--- src/rtl/proc_dpath_alu_iter_if.sv ---
// proc_dpath_alu_iter_if: val/rdy request/response bundle for the iterative ALU.
interface proc_dpath_alu_iter_if #(parameter int p_nbits = 32);
  logic               req_val;
  logic               req_rdy;
  logic [4:0]         req_fn;
  logic [p_nbits-1:0] req_in0;
  logic [p_nbits-1:0] req_in1;
  logic               resp_val;
  logic               resp_rdy;
  logic [p_nbits-1:0] resp_out;
  logic               resp_eq;
  logic               resp_lt;
  logic               resp_ltu;
  modport master (
    output req_val, req_fn, req_in0, req_in1, resp_rdy,
    input  req_rdy, resp_val, resp_out, resp_eq, resp_lt, resp_ltu
  );
  modport slave (
    input  req_val, req_fn, req_in0, req_in1, resp_rdy,
    output req_rdy, resp_val, resp_out, resp_eq, resp_lt, resp_ltu
  );
endinterface

--- src/rtl/proc_dpath_alu_iter.sv ---
// proc_dpath_alu_iter: multi-cycle ALU with single-cycle ops plus iterative RV32M multiply/divide.
module proc_dpath_alu_iter #(
  parameter int p_nbits = 32
) (
  input logic                  clk,
  input logic                  reset,
  proc_dpath_alu_iter_if.slave io
);
  localparam int N  = p_nbits;
  localparam int SW = $clog2(p_nbits);
  localparam int CW = $clog2(p_nbits + 1);
  typedef enum logic [1:0] {IDLE, CALC, DONE} state_t;
  state_t         state_q;
  logic           rdy_q;
  logic [CW-1:0]  cnt_q;
  logic [4:0]     fn_q;
  logic [N-1:0]   in0_q;
  logic [N-1:0]   b_q;
  logic [2*N-1:0] p_q;
  logic           mul_q;
  logic           nq_q;
  logic           nr_q;
  logic           dz_q;
  logic [N-1:0]   out_q;
  logic           eq_q;
  logic           lt_q;
  logic           ltu_q;
  logic [N-1:0]   in0;
  logic [N-1:0]   in1;
  logic [4:0]     fn;
  logic [SW-1:0]  sh;
  logic [N-1:0]   sum;
  logic           eq;
  logic           lt;
  logic           ltu;
  logic [N-1:0]   alu_d;
  logic           is_iter;
  logic           is_mul;
  logic           s0;
  logic           s1;
  logic [N-1:0]   mag0;
  logic [N-1:0]   mag1;
  logic [N:0]     madd;
  logic [N:0]     rsh;
  logic [N:0]     rdiff;
  logic [2*N-1:0] p_d;
  logic [2*N-1:0] prod;
  logic [N-1:0]   quo;
  logic [N-1:0]   rem;
  logic [N-1:0]   fin_d;
  assign in0     = io.req_in0;
  assign in1     = io.req_in1;
  assign fn      = io.req_fn;
  assign sh      = in1[SW-1:0];
  assign sum     = in0 + in1;
  assign eq      = in0 == in1;
  assign lt      = $signed(in0) < $signed(in1);
  assign ltu     = in0 < in1;
  assign is_iter = fn >= 5'd13 && fn <= 5'd20;
  assign is_mul  = fn <= 5'd16;
  // Signed flavours: MULH/MULHSU/DIV/REM treat in0 as signed; MULH/DIV/REM treat in1 as signed.
  assign s0      = (fn == 5'd14 || fn == 5'd15 || fn == 5'd17 || fn == 5'd19) && in0[N-1];
  assign s1      = (fn == 5'd14 || fn == 5'd17 || fn == 5'd19) && in1[N-1];
  assign mag0    = s0 ? -in0 : in0;
  assign mag1    = s1 ? -in1 : in1;
  always_comb begin
    alu_d = '0;
    case (fn)
      5'd0:  alu_d = sum;
      5'd1:  alu_d = in0 - in1;
      5'd2:  alu_d = in0 & in1;
      5'd3:  alu_d = in0 | in1;
      5'd4:  alu_d = in0 ^ in1;
      5'd5:  alu_d = N'(lt);
      5'd6:  alu_d = N'(ltu);
      5'd7:  alu_d = $signed(in0) >>> sh;
      5'd8:  alu_d = in0 >> sh;
      5'd9:  alu_d = in0 << sh;
      5'd10: alu_d = {sum[N-1:1], 1'b0};
      5'd11: alu_d = in0;
      5'd12: alu_d = in1;
      default: alu_d = '0;
    endcase
  end
  // Multiply: shift-add with the multiplier in the low half of p_q, partial product in the high half.
  assign madd  = {1'b0, p_q[2*N-1:N]} + (p_q[0] ? {1'b0, b_q} : {(N+1){1'b0}});
  // Divide: restoring step, remainder in the high half, dividend shifting out / quotient shifting in low.
  assign rsh   = {p_q[2*N-1:N], p_q[N-1]};
  assign rdiff = rsh - {1'b0, b_q};
  assign p_d   = mul_q ? {madd, p_q[N-1:1]}
               : rdiff[N] ? {rsh[N-1:0], p_q[N-2:0], 1'b0} : {rdiff[N-1:0], p_q[N-2:0], 1'b1};
  assign prod  = nq_q ? -p_d : p_d;
  assign quo   = p_d[N-1:0];
  assign rem   = p_d[2*N-1:N];
  assign fin_d = fn_q == 5'd13 ? prod[N-1:0]
               : fn_q <= 5'd16 ? prod[2*N-1:N]
               : fn_q <= 5'd18 ? (dz_q ? '1 : nq_q ? -quo : quo)
               : (dz_q ? in0_q : nr_q ? -rem : rem);
  always_ff @(posedge clk or negedge reset) begin
    if (!reset) begin
      state_q <= IDLE;
      rdy_q   <= 1'b0;
      cnt_q   <= '0;
      fn_q    <= '0;
      in0_q   <= '0;
      b_q     <= '0;
      p_q     <= '0;
      mul_q   <= 1'b0;
      nq_q    <= 1'b0;
      nr_q    <= 1'b0;
      dz_q    <= 1'b0;
      out_q   <= '0;
      eq_q    <= 1'b0;
      lt_q    <= 1'b0;
      ltu_q   <= 1'b0;
    end else begin
      case (state_q)
        IDLE: begin
          rdy_q <= 1'b1;
          if (io.req_val && rdy_q) begin
            rdy_q <= 1'b0;
            fn_q  <= fn;
            in0_q <= in0;
            eq_q  <= eq;
            lt_q  <= lt;
            ltu_q <= ltu;
            if (is_iter) begin
              state_q <= CALC;
              cnt_q   <= CW'(N);
              mul_q   <= is_mul;
              b_q     <= is_mul ? mag0 : mag1;
              p_q     <= {{N{1'b0}}, is_mul ? mag1 : mag0};
              nq_q    <= s0 ^ s1;
              nr_q    <= s0;
              dz_q    <= !is_mul && in1 == '0;
            end else begin
              state_q <= DONE;
              out_q   <= alu_d;
            end
          end
        end
        CALC: begin
          p_q   <= p_d;
          cnt_q <= cnt_q - CW'(1);
          if (cnt_q == CW'(1)) begin
            state_q <= DONE;
            out_q   <= fin_d;
          end
        end
        DONE: begin
          if (io.resp_rdy) begin
            state_q <= IDLE;
            rdy_q   <= 1'b1;
          end
        end
        default: state_q <= IDLE;
      endcase
    end
  end
  assign io.req_rdy  = rdy_q;
  assign io.resp_val = state_q == DONE;
  assign io.resp_out = out_q;
  assign io.resp_eq  = eq_q;
  assign io.resp_lt  = lt_q;
  assign io.resp_ltu = ltu_q;
endmodule

--- src/flat_wrapper.sv ---
// flat-port wrapper written by rule: the top's interface ports become plain ports
module proc_dpath_alu_iter_flat 
#(
  parameter int p_nbits = 32
)
  (clk, reset, io_req_val, io_req_fn, io_req_in0, io_req_in1, io_resp_rdy, io_req_rdy, io_resp_val, io_resp_out, io_resp_eq, io_resp_lt, io_resp_ltu);
  proc_dpath_alu_iter_if #(.p_nbits(p_nbits)) io_i ();
  input logic clk;
  input logic reset;
  input wire logic [$bits(io_i.req_val)-1:0] io_req_val;
  input wire logic [$bits(io_i.req_fn)-1:0] io_req_fn;
  input wire logic [$bits(io_i.req_in0)-1:0] io_req_in0;
  input wire logic [$bits(io_i.req_in1)-1:0] io_req_in1;
  input wire logic [$bits(io_i.resp_rdy)-1:0] io_resp_rdy;
  output wire logic [$bits(io_i.req_rdy)-1:0] io_req_rdy;
  output wire logic [$bits(io_i.resp_val)-1:0] io_resp_val;
  output wire logic [$bits(io_i.resp_out)-1:0] io_resp_out;
  output wire logic [$bits(io_i.resp_eq)-1:0] io_resp_eq;
  output wire logic [$bits(io_i.resp_lt)-1:0] io_resp_lt;
  output wire logic [$bits(io_i.resp_ltu)-1:0] io_resp_ltu;
  assign io_i.req_val = io_req_val;
  assign io_i.req_fn = io_req_fn;
  assign io_i.req_in0 = io_req_in0;
  assign io_i.req_in1 = io_req_in1;
  assign io_i.resp_rdy = io_resp_rdy;
  assign io_req_rdy = io_i.req_rdy;
  assign io_resp_val = io_i.resp_val;
  assign io_resp_out = io_i.resp_out;
  assign io_resp_eq = io_i.resp_eq;
  assign io_resp_lt = io_i.resp_lt;
  assign io_resp_ltu = io_i.resp_ltu;
  proc_dpath_alu_iter #(.p_nbits(p_nbits)) u_core (.clk(clk), .reset(reset), .io(io_i));
endmodule
--- config.mk ---
export PLATFORM = sky130hd
export DESIGN_NAME = proc_dpath_alu_iter_flat
export DESIGN_NICKNAME = d
export VERILOG_FILES = /design/src/rtl/proc_dpath_alu_iter_if.sv /design/src/rtl/proc_dpath_alu_iter.sv /design/src/flat_wrapper.sv
export SDC_FILE = /design/constraint.sdc
export NUM_CORES = 1
export LEC_CHECK = 0
export BUFFER_PORTS_ARGS = -buffer_cell sky130_fd_sc_hd__buf_2
export CAP_MARGIN = 15
export CELL_PAD_IN_SITES_DETAIL_PLACEMENT = 0
export CELL_PAD_IN_SITES_GLOBAL_PLACEMENT = 1
export CORE_UTILIZATION = 37
export DETAILED_ROUTE_END_ITERATION = 12
export PLACE_DENSITY = 0.79
export SKIP_CTS_REPAIR_TIMING = 1
export SLEW_MARGIN = 20
export SYNTH_ARGS = -nofsm -noshare
export SYNTH_HDL_FRONTEND = slang
export SYNTH_SLANG_ARGS = --single-unit
export TNS_END_PERCENT = 5
--- constraint.sdc ---
create_clock -name clk -period 5.38 [get_ports clk]
set_input_delay 0.269 -clock clk [delete_from_list [all_inputs] [get_ports clk]]
set_output_delay 0.269 -clock clk [all_outputs]
set_load 0.1 [all_outputs]
Yosys cells after proc, flatten, opt, wreduce, memory -nomap -nowiden --
Cells that the tools add are included. W data, S select, Z words.
Word-level totals: bits in writable memories 0, memories kept 0, latch bits 0, ROM bits 0, input bits 73, flip-flop bits (word level) 181, output and inout bits 37
Operators by class: bitwise gates (word level) 4, add/sub/neg operators 10, multiplexer cells 34, $mul 0, order comparisons 7, shift-type cells 3, equal/unequal tests 26, div/mod/pow operators 0, reduce and logical (&&, ||, !) cells 22
Operator list (count):
- $mux W32 | 15
- $pmux W32 S13 | 1
- $mux W64 | 5
- $neg A32 Y32 | 4
- $pmux W64 S2 | 1
- $lt A32 B32 Y1 | 2
- $neg A64 Y64 | 1
- $pmux W32 S2 | 1
- $eq A5 B4 Y1 const B | 8
- $add A32 B33 Y33 | 1
- $sub A33 B32 Y33 | 1
- $add A32 B32 Y32 | 1
- $and A32 B32 Y32 | 1
- $eq A32 B32 Y1 | 1
- $logic_not A32 Y1 | 1
- $or A32 B32 Y32 | 1
- $shl A32 B5 Y32 | 1
- $shr A32 B5 Y32 | 1
- $sshr A32 B5 Y32 | 1
- $sub A32 B32 Y32 | 1
- $xor A32 B32 Y32 | 1
- $eq A5 B3 Y1 const B | 4
- $le A5 B5 Y1 const B | 4
- $mux W6 | 2
- other kinds (25) | 46

Logic depth before layout (Yosys ltp) --
Gate-level depths: netlist of run 1.
depth in word-level cells 11, depth in mapped cells 24, gate-level depth less buffers 23

Least setup slack after synthesis of run 1 --
No wires, ideal clock.
kind register to register, from register u_core.p_q[31], to register u_core.out_q[30], in the netlist u_core.io.resp_out[30], arrival 5208 ps, cell stages (with the launch flop) 23, library setup time 133 ps, path slack 39 ps, buffers on the path 0, cell sequence dfrtp_1 > inv_1 > ha_1 > fa_1 > nand2b_1 > a211oi_4 > o2111ai_4 > a21bo_2 > nand4_1 > nand2_2 > a21oi_1 > ha_1 > nand2_1 > nor3_1 > nand3_1 > nand2b_1 > or2_2 > or4_4 > or4_4 > nor2_2 > mux2i_1 > a211oi_1 > o211ai_1
Between the ends: word-level cells in the longest chain between the ends 11, elaborated cells between the ends (all ways) 16
RTL lines:
- from (decl) | RTL line proc_dpath_alu_iter.sv:19 | logic [2*N-1:0] p_q;
- from (signal assigned) | RTL line proc_dpath_alu_iter.sv:132 | p_q <= {{N{1'b0}}, is_mul ? mag1 : mag0};
- from (signal assigned) | RTL line proc_dpath_alu_iter.sv:143 | p_q <= p_d;
- $sub A33 B32 Y33 | RTL line proc_dpath_alu_iter.sv:89 | assign rdiff = rsh - {1'b0, b_q};
- $mux W64 | RTL line proc_dpath_alu_iter.sv:91 | : rdiff[N] ? {rsh[N-1:0], p_q[N-2:0], 1'b0} : {rdiff[N-1:0], p_q[N-2:0], 1'b1};
- $mux W64 (*) | RTL line proc_dpath_alu_iter.sv:90 | assign p_d = mul_q ? {madd, p_q[N-1:1]}
- $neg A32 Y32, on equally long branches | RTL line proc_dpath_alu_iter.sv:98, proc_dpath_alu_iter.sv:97
- $mux W32, on equally long branches (2 in a row) | RTL line proc_dpath_alu_iter.sv:98, proc_dpath_alu_iter.sv:97
- $mux W32 | RTL line proc_dpath_alu_iter.sv:97 | : fn_q <= 5'd18 ? (dz_q ? '1 : nq_q ? -quo : quo)
- $mux W32 | RTL line proc_dpath_alu_iter.sv:96 | : fn_q <= 5'd16 ? prod[2*N-1:N]
- $mux W32 (*) | RTL line proc_dpath_alu_iter.sv:95 | assign fin_d = fn_q == 5'd13 ? prod[N-1:0]
- $mux W32 (*) | RTL line proc_dpath_alu_iter.sv:145 | if (cnt_q == CW'(1)) begin
- $pmux W32 S2 (*) | RTL line proc_dpath_alu_iter.sv:117 | case (state_q)
- to (signal assigned) | RTL line proc_dpath_alu_iter.sv:138 | out_q <= alu_d;
- to (signal assigned) | RTL line proc_dpath_alu_iter.sv:147 | out_q <= fin_d;
- to (decl) | RTL line proc_dpath_alu_iter.sv:24 | logic [N-1:0] out_q;
Every way passes the cells marked *; elsewhere a longest branch is shown, timed or not. The select of a mux whose other input is x is not followed. A chain may end at the register's enable or synchronous reset.

Worst setup path after layout of run 1 --
from register u_core.p_q[31], to register u_core.out_q[28], in the netlist u_core.io.resp_out[28]
Same word-level chain as after synthesis.

==> metrics.cfg, run 1 <==
[sta]
clock.fmax_mhz=194
slew_headroom_pct=21.0
finalCritPeriodShare_pct=95.9
slew_viol_final=0
worstMarginPinSlew_ps=1180
worst_slack_ps=219
setup-violations-final=0
holdWs_ps=82.9
post-route-min-period_ps=5160
fin_skew_ps=11.9
setup_tns_ps=0
hold_viol=0

[critical_path]
reg2reg_from=u_core.p_q[31]
rrSetupSlack_ps=220
worst-setup-path-type=reg2reg
start_kind=flop
cp_num_buf_inv=2
critPathTopFamily=simple AND/OR/NAND/NOR gates
cp_cell_sequence=inv_1 -> ha_1 -> fa_2 -> nand2b_4 -> a211oi_4 -> o2111ai_4 -> a21bo_2 -> buf_4 -> a21oi_4 -> o21ai_0 -> a31oi_1 -> ha_1 -> nand4_4 -> or4_1 -> or4b_4 -> o41ai_4 -> xnor2_1 -> nor2_1 -> or3_1
cp_max_fo=6
reg2reg_depth=19
cpPeakStageDelay_ps=620
end_kind=flop
arrival_ps=5510
cp_slowest_cell=or4_1
cp_common_cell=ha_1
timing.rr.end=u_core.io.resp_out[28]
required_ps=5730

[yosys]
muxShareOfSynthArea_pct=5.47
synth_area_per_cell_sq_um=7.10
synth_xor_area_share_pct=6.48
synthAdderAreaFrac_pct=8.54
synthSimpleGateAreaFrac_pct=21.2
synth_top_family_by_area=compound AO/OA/AOI/OAI gates
synthFlopType=dfrtp_1
synth_top_area_share_pct=17.8
synth_cells=3580
synth_area_leaders=dfrtp_1, ha_1, o21ai_0, nand2_1, a21oi_1
synth-compound-area-share_pct=34.5
seq_area_frac_synth_pct=17.8
ys_warn_count=0
synth_most_common_cell=nand2_1
synth_fp_nets=3824
yosysTopAreaCell=dfrtp_1
ys_ff_latch=181
async_flop_share_pct=100
synth_edf_count=0
synthTopCellsByCount=nand2_1, o21ai_0, nor2_1
syn_area_sq_um=25400
yosysUniqueCellTypes=111

[hold_path]
hold_end=u_core.dz_q
min_from=io_req_in1[31]
min_path_cells=2
holdCritPathClass=in2reg

[route]
first_pass_iters=9
routed_via_density=6.37
routed_wl_um=120000
vias=28800
post_drt_wl_per_cell_um=26.5
detail_route.iter0.violations=3606
ant_nets=0
drc_errors=0

[layout]
synthToLayoutAreaGrowth_pct=10.9
final_util_pct=41.7
drive_above_1_share_pct=11.8
design_area_sq_um=28200
final_cells=4522
nets=3879

[placement]
placed_area_sq_um=27500
post-place-cells=4485
gp_congestion=1.06
dp_worst_setup_slack_ps=-52.1
portBuffers=109
dpl.hpwl_um=94700

[power]
irDropWorstVdd_mv=0.362
sw_frac_of_total_pct=57.4
switchingPower_mw=10.2
power_density_nw_per_um2=631
total_power_mw=17.8
leakagePower_nw=12.0
p_clk_share_pct=7.5
seq_power_share_pct=15.2
p_int_mw=7.56
combPwrFrac_pct=77.3

[clocking]
cts-root-buf=clkbuf_16
cts_num_sinks=181
cts_buffers=17
path_clk_slew_ps=80
cts_tree=done
clk_latency_ps=470
h-tree-depth=4
cts_buffer_depth=2

[outcome]
status=finished clean

[global_route]
grt_usage_pct=33.3
grt_pass1_vias=26600
grt_max_degree=129
grt_first_pass_wirelength_um=175000
antenna_found_initial=4
grt_overflow=0

[floorplan]
ioPinCount=110
die_w_um=264
num_rows=95
dieArea_sq_um=69700
die_y_um=264
initial_core_util_pct=37.6
coreArea_sq_um=67500

[run]
cap_violations=0

==> power groups by stage <==
| stage | registers [mW] | clock network (mW) | logic [mW] |
|---|---|---|---|
| finish | 2.70 | 1.33 | 13.7 |
| global route | 2.76 | 1.39 | 14.7 |
| global placement | 2.66 | 0 | 13.3 |
| detailed placement | 2.69 | 0 | 13.2 |
| CTS | 2.67 | 1.33 | 13.3 |
| floorplan | 3.11 | 0 | 8.51 |
==> kinds of logic (layout without fill, tap and decap cells) <==
logic type      count (synthesis)  after routing
mux                           132            132
fa+ha+maj                     171            171
simple gates                 1174           1174
flops                         181            181
xor+xnor                      188            188
other cells                     0              2
compound gates               1337           1337
buf+inv                       397            464
==> routing by layer <==
metal	vias up	share of wire, %	global-route usage (%)
met4	2	5.9	18.1
met5	-	0.011	0
li1	13300	-	-
met3	291	9.0	4.86
met2	1621	44	52.5
met1	13600	41	43.7
==> layout make-up <==
| type | count | area [sq um] |
|---|---|---|
| clock buffer | 20 | 467 |
| fill | 7199 | 39300 |
| sequential | 181 | 4530 |
| tap | 873 | 1090 |
| antenna | 2 | 5.00 |
| multi-input combinational | 3002 | 19500 |
| clock inverter | 11 | 125 |
| inverter | 156 | 586 |
| timing repair buffer | 277 | 1870 |
==> worst max-delay path by stage <==
stage | to | start | cells after the start
after floorplan | u_core.io.resp_out[30] | u_core.p_q[31] | 22
after global placement | u_core.io.resp_out[31] | u_core.p_q[0] | 18
after detailed placement | u_core.io.resp_out[30] | u_core.p_q[31] | 22
after CTS | u_core.io.resp_out[30] | u_core.p_q[31] | 22
after global routing | u_core.io.resp_out[30] | u_core.p_q[42] | 20
final | u_core.io.resp_out[28] | u_core.p_q[31] | 19
==> flip-flops by register name, indices dropped and copies added, names as in the netlist <==
name / cells
u_core.io.resp_ltu: 1
u_core.io.resp_eq: 1
u_core.state_q: 2
u_core.p_q: 64
u_core.io.resp_out: 32
u_core.mul_q: 1
u_core.dz_q: 1
u_core.nq_q: 1
u_core.b_q: 32
u_core.io.req_rdy: 1
u_core.cnt_q: 6
u_core.nr_q: 1
u_core.io.resp_lt: 1
u_core.in0_q: 32
u_core.fn_q: 5
==> cells in the final DEF (no fill, tap or decap), types with 55 or more instances in the layout <==
cell	Yosys	final
o211ai_1	55	55
nand2_1	463	460
a21oi_1	301	298
mux2i_1	114	114
buf_4	3	163
nor2_1	315	313
xnor2_1	151	151
o21ai_0	404	400
nand3_1	74	72
nor3_1	62	57
inv_1	153	152
ha_1	167	166
buf_2	16	108
dfrtp_1	181	180
==> worst reg2reg max path, stage by stage, from the launching register on <==
cell and delay (ps):
dfrtp_1 350, inv_1 60, ha_1 220, fa_2 360
nand2b_4 170, a211oi_4 360, o2111ai_4 160, a21bo_2 220
buf_4 150, a21oi_4 230, o21ai_0 150, a31oi_1 260
ha_1 260, nand4_4 90, or4_1 620, or4b_4 540
o41ai_4 280, xnor2_1 160, nor2_1 40, or3_1 330
No activity file was read; power rests on OpenSTA's default activity.
==> run 2: changes to the inputs <==
- PLACE_DENSITY: 0.79 -> 0.77
==> metrics.cfg, run 2 (synthesis results as in run 1) <==
[sta]
rsz0062_at_grt=true
slew_viol_final=0
clock.fmax_mhz=192
worstMarginPinSlew_ps=1130
fin_skew_ps=12.7
setup-violations-final=0
hold_viol=0
worst_slack_ps=160
holdWs_ps=79.3
finalCritPeriodShare_pct=97.0
post-route-min-period_ps=5220
slew_headroom_pct=24.6

[global_route]
grt_pass1_vias=27600
grt_max_degree=129
grt_first_pass_wirelength_um=190000
grt_usage_pct=36.5
antenna_found_initial=12
grt_overflow=0

[clocking]
cts_buffer_depth=2
clk_latency_ps=470
cts_num_sinks=181
cts_buffers=17
cts_tree=done
h-tree-depth=4
path_clk_slew_ps=80
cts-root-buf=clkbuf_16

[outcome]
status=finished clean

[layout]
multiInputGateArea_sq_um=19500
layout_common_cells=nand2_1, o21ai_0, nor2_1
n_fill_cell=7177
final_common_cell=nand2_1
synthToLayoutAreaGrowth_pct=11.4
regArea_sq_um=4530
final_cells=4543
nets=3900
drive_above_1_share_pct=12.3
max_flop_register=u_core.p_q
largest_reg_flops=64
design_area_sq_um=28300

[critical_path]
rrSetupSlack_ps=160
cp_max_fo=8
arrival_ps=5570
crit_start=u_core.p_q[31]
required_ps=5730
timing.rr.end=u_core.io.resp_out[28]
reg2reg_from=u_core.p_q[31]
worst-setup-path-type=reg2reg
reg2reg_depth=19
end_kind=flop
endpoint=u_core.io.resp_out[28]
start_kind=flop

[route]
vias=29600
detail_route.iter0.violations=3790
post_drt_wl_per_cell_um=28.8
routed_via_density=6.51
drc_errors=0
routed_wl_um=131000
ant_nets=0
first_pass_iters=6

[hold_path]
min_path_cells=2
holdCritPathClass=in2reg

[placement]
placed_area_sq_um=27600
dpl.hpwl_um=103000
dp_worst_setup_slack_ps=58.2
portBuffers=109
gp_congestion=1.04
post-place-cells=4506

[floorplan]
coreArea_sq_um=67500
dieArea_sq_um=69700
die_w_um=264
num_rows=95
initial_core_util_pct=37.6
die_y_um=264
ioPinCount=110

[run]
cap_violations=0

[power]
power_density_nw_per_um2=655
leakagePower_nw=12.0
irDropWorstVdd_mv=0.366

==> run 2: cell count changes in the layout (fill, tap and decap cells not counted), sizes merged <==
cell	delta
clkinv	-3
buf	+21
clkbuf	-2
diode	-1
clkinvlp	+2
inv	+4
==> run 2: worst max-delay path, stage by stage, from the launching register on <==
cell and delay, ps:
dfrtp_1 350, inv_1 50, ha_1 220, fa_2 370, nand2b_2 230, a211oi_4 370, o2111ai_4 180, a21bo_2 230
buf_4 150, a21oi_4 260, o21ai_0 140, a31oi_1 240, ha_2 250, nand4_4 80, or4_1 630, or4b_4 540
o41ai_2 260, xnor2_1 150, nor2_1 50, or3_1 340
==> run 2: metrics by stage <==
step	utilization (%)	total power, mW	setup TNS [ps]
final	41.9	18.5	0
after global routing	41.9	19.5	-79.6
after CTS	41.8	18.0	0
after detailed placement	40.9	16.5	0
after global placement	40.9	16.6	0
after floorplan	-	11.6	0
==> run 2: routing by layer <==
metal | vias up | part of all wire [%] | routed length [um] | track usage (%)
met5 | - | 0.060 | 78 | 0
met4 | 12 | 6.9 | 9030 | 22.0
met3 | 385 | 8.8 | 11500 | 5.56
met2 | 1727 | 44 | 57900 | 57.7
met1 | 14100 | 40 | 52500 | 47.0
li1 | 13300 | - | - | -
==> run 2: worst min path at each step <==
| stage | start | endpoint | slack, ps |
|---|---|---|---|
| 2_1_floorplan | reset | u_core.b_q[0] | -30 |
| 5_1_grt | io_req_in1[31] | u_core.dz_q | 80 |
| 3_5_place_dp | reset | u_core.b_q[12] | 430 |
| 3_3_place_gp | reset | u_core.b_q[12] | 430 |
| 4_1_cts | reset | u_core.b_q[12] | -80 |
| 6_report | io_req_in1[31] | u_core.dz_q | 80 |
==> run 2: cell type report <==
| class | instances | share of cell area [%] |
|---|---|---|
| Sequential cell | 181 | 16.0 |
| Multi-Input combinational cell | 3002 | 68.9 |
| Antenna cell | 1 | 0.00884 |
| Tap cell | 873 | 3.86 |
| Inverter | 156 | 2.07 |
| Clock buffer | 18 | 1.52 |
| Clock inverter | 14 | 0.592 |
| Timing Repair Buffer | 298 | 7.06 |
==> run 2: report_power, final <==
| part | switching [mW] | internal, mW |
|---|---|---|
| sequential | 0.750 | 1.96 |
| combinational | 9.40 | 5.07 |
| clock | 0.653 | 0.701 |
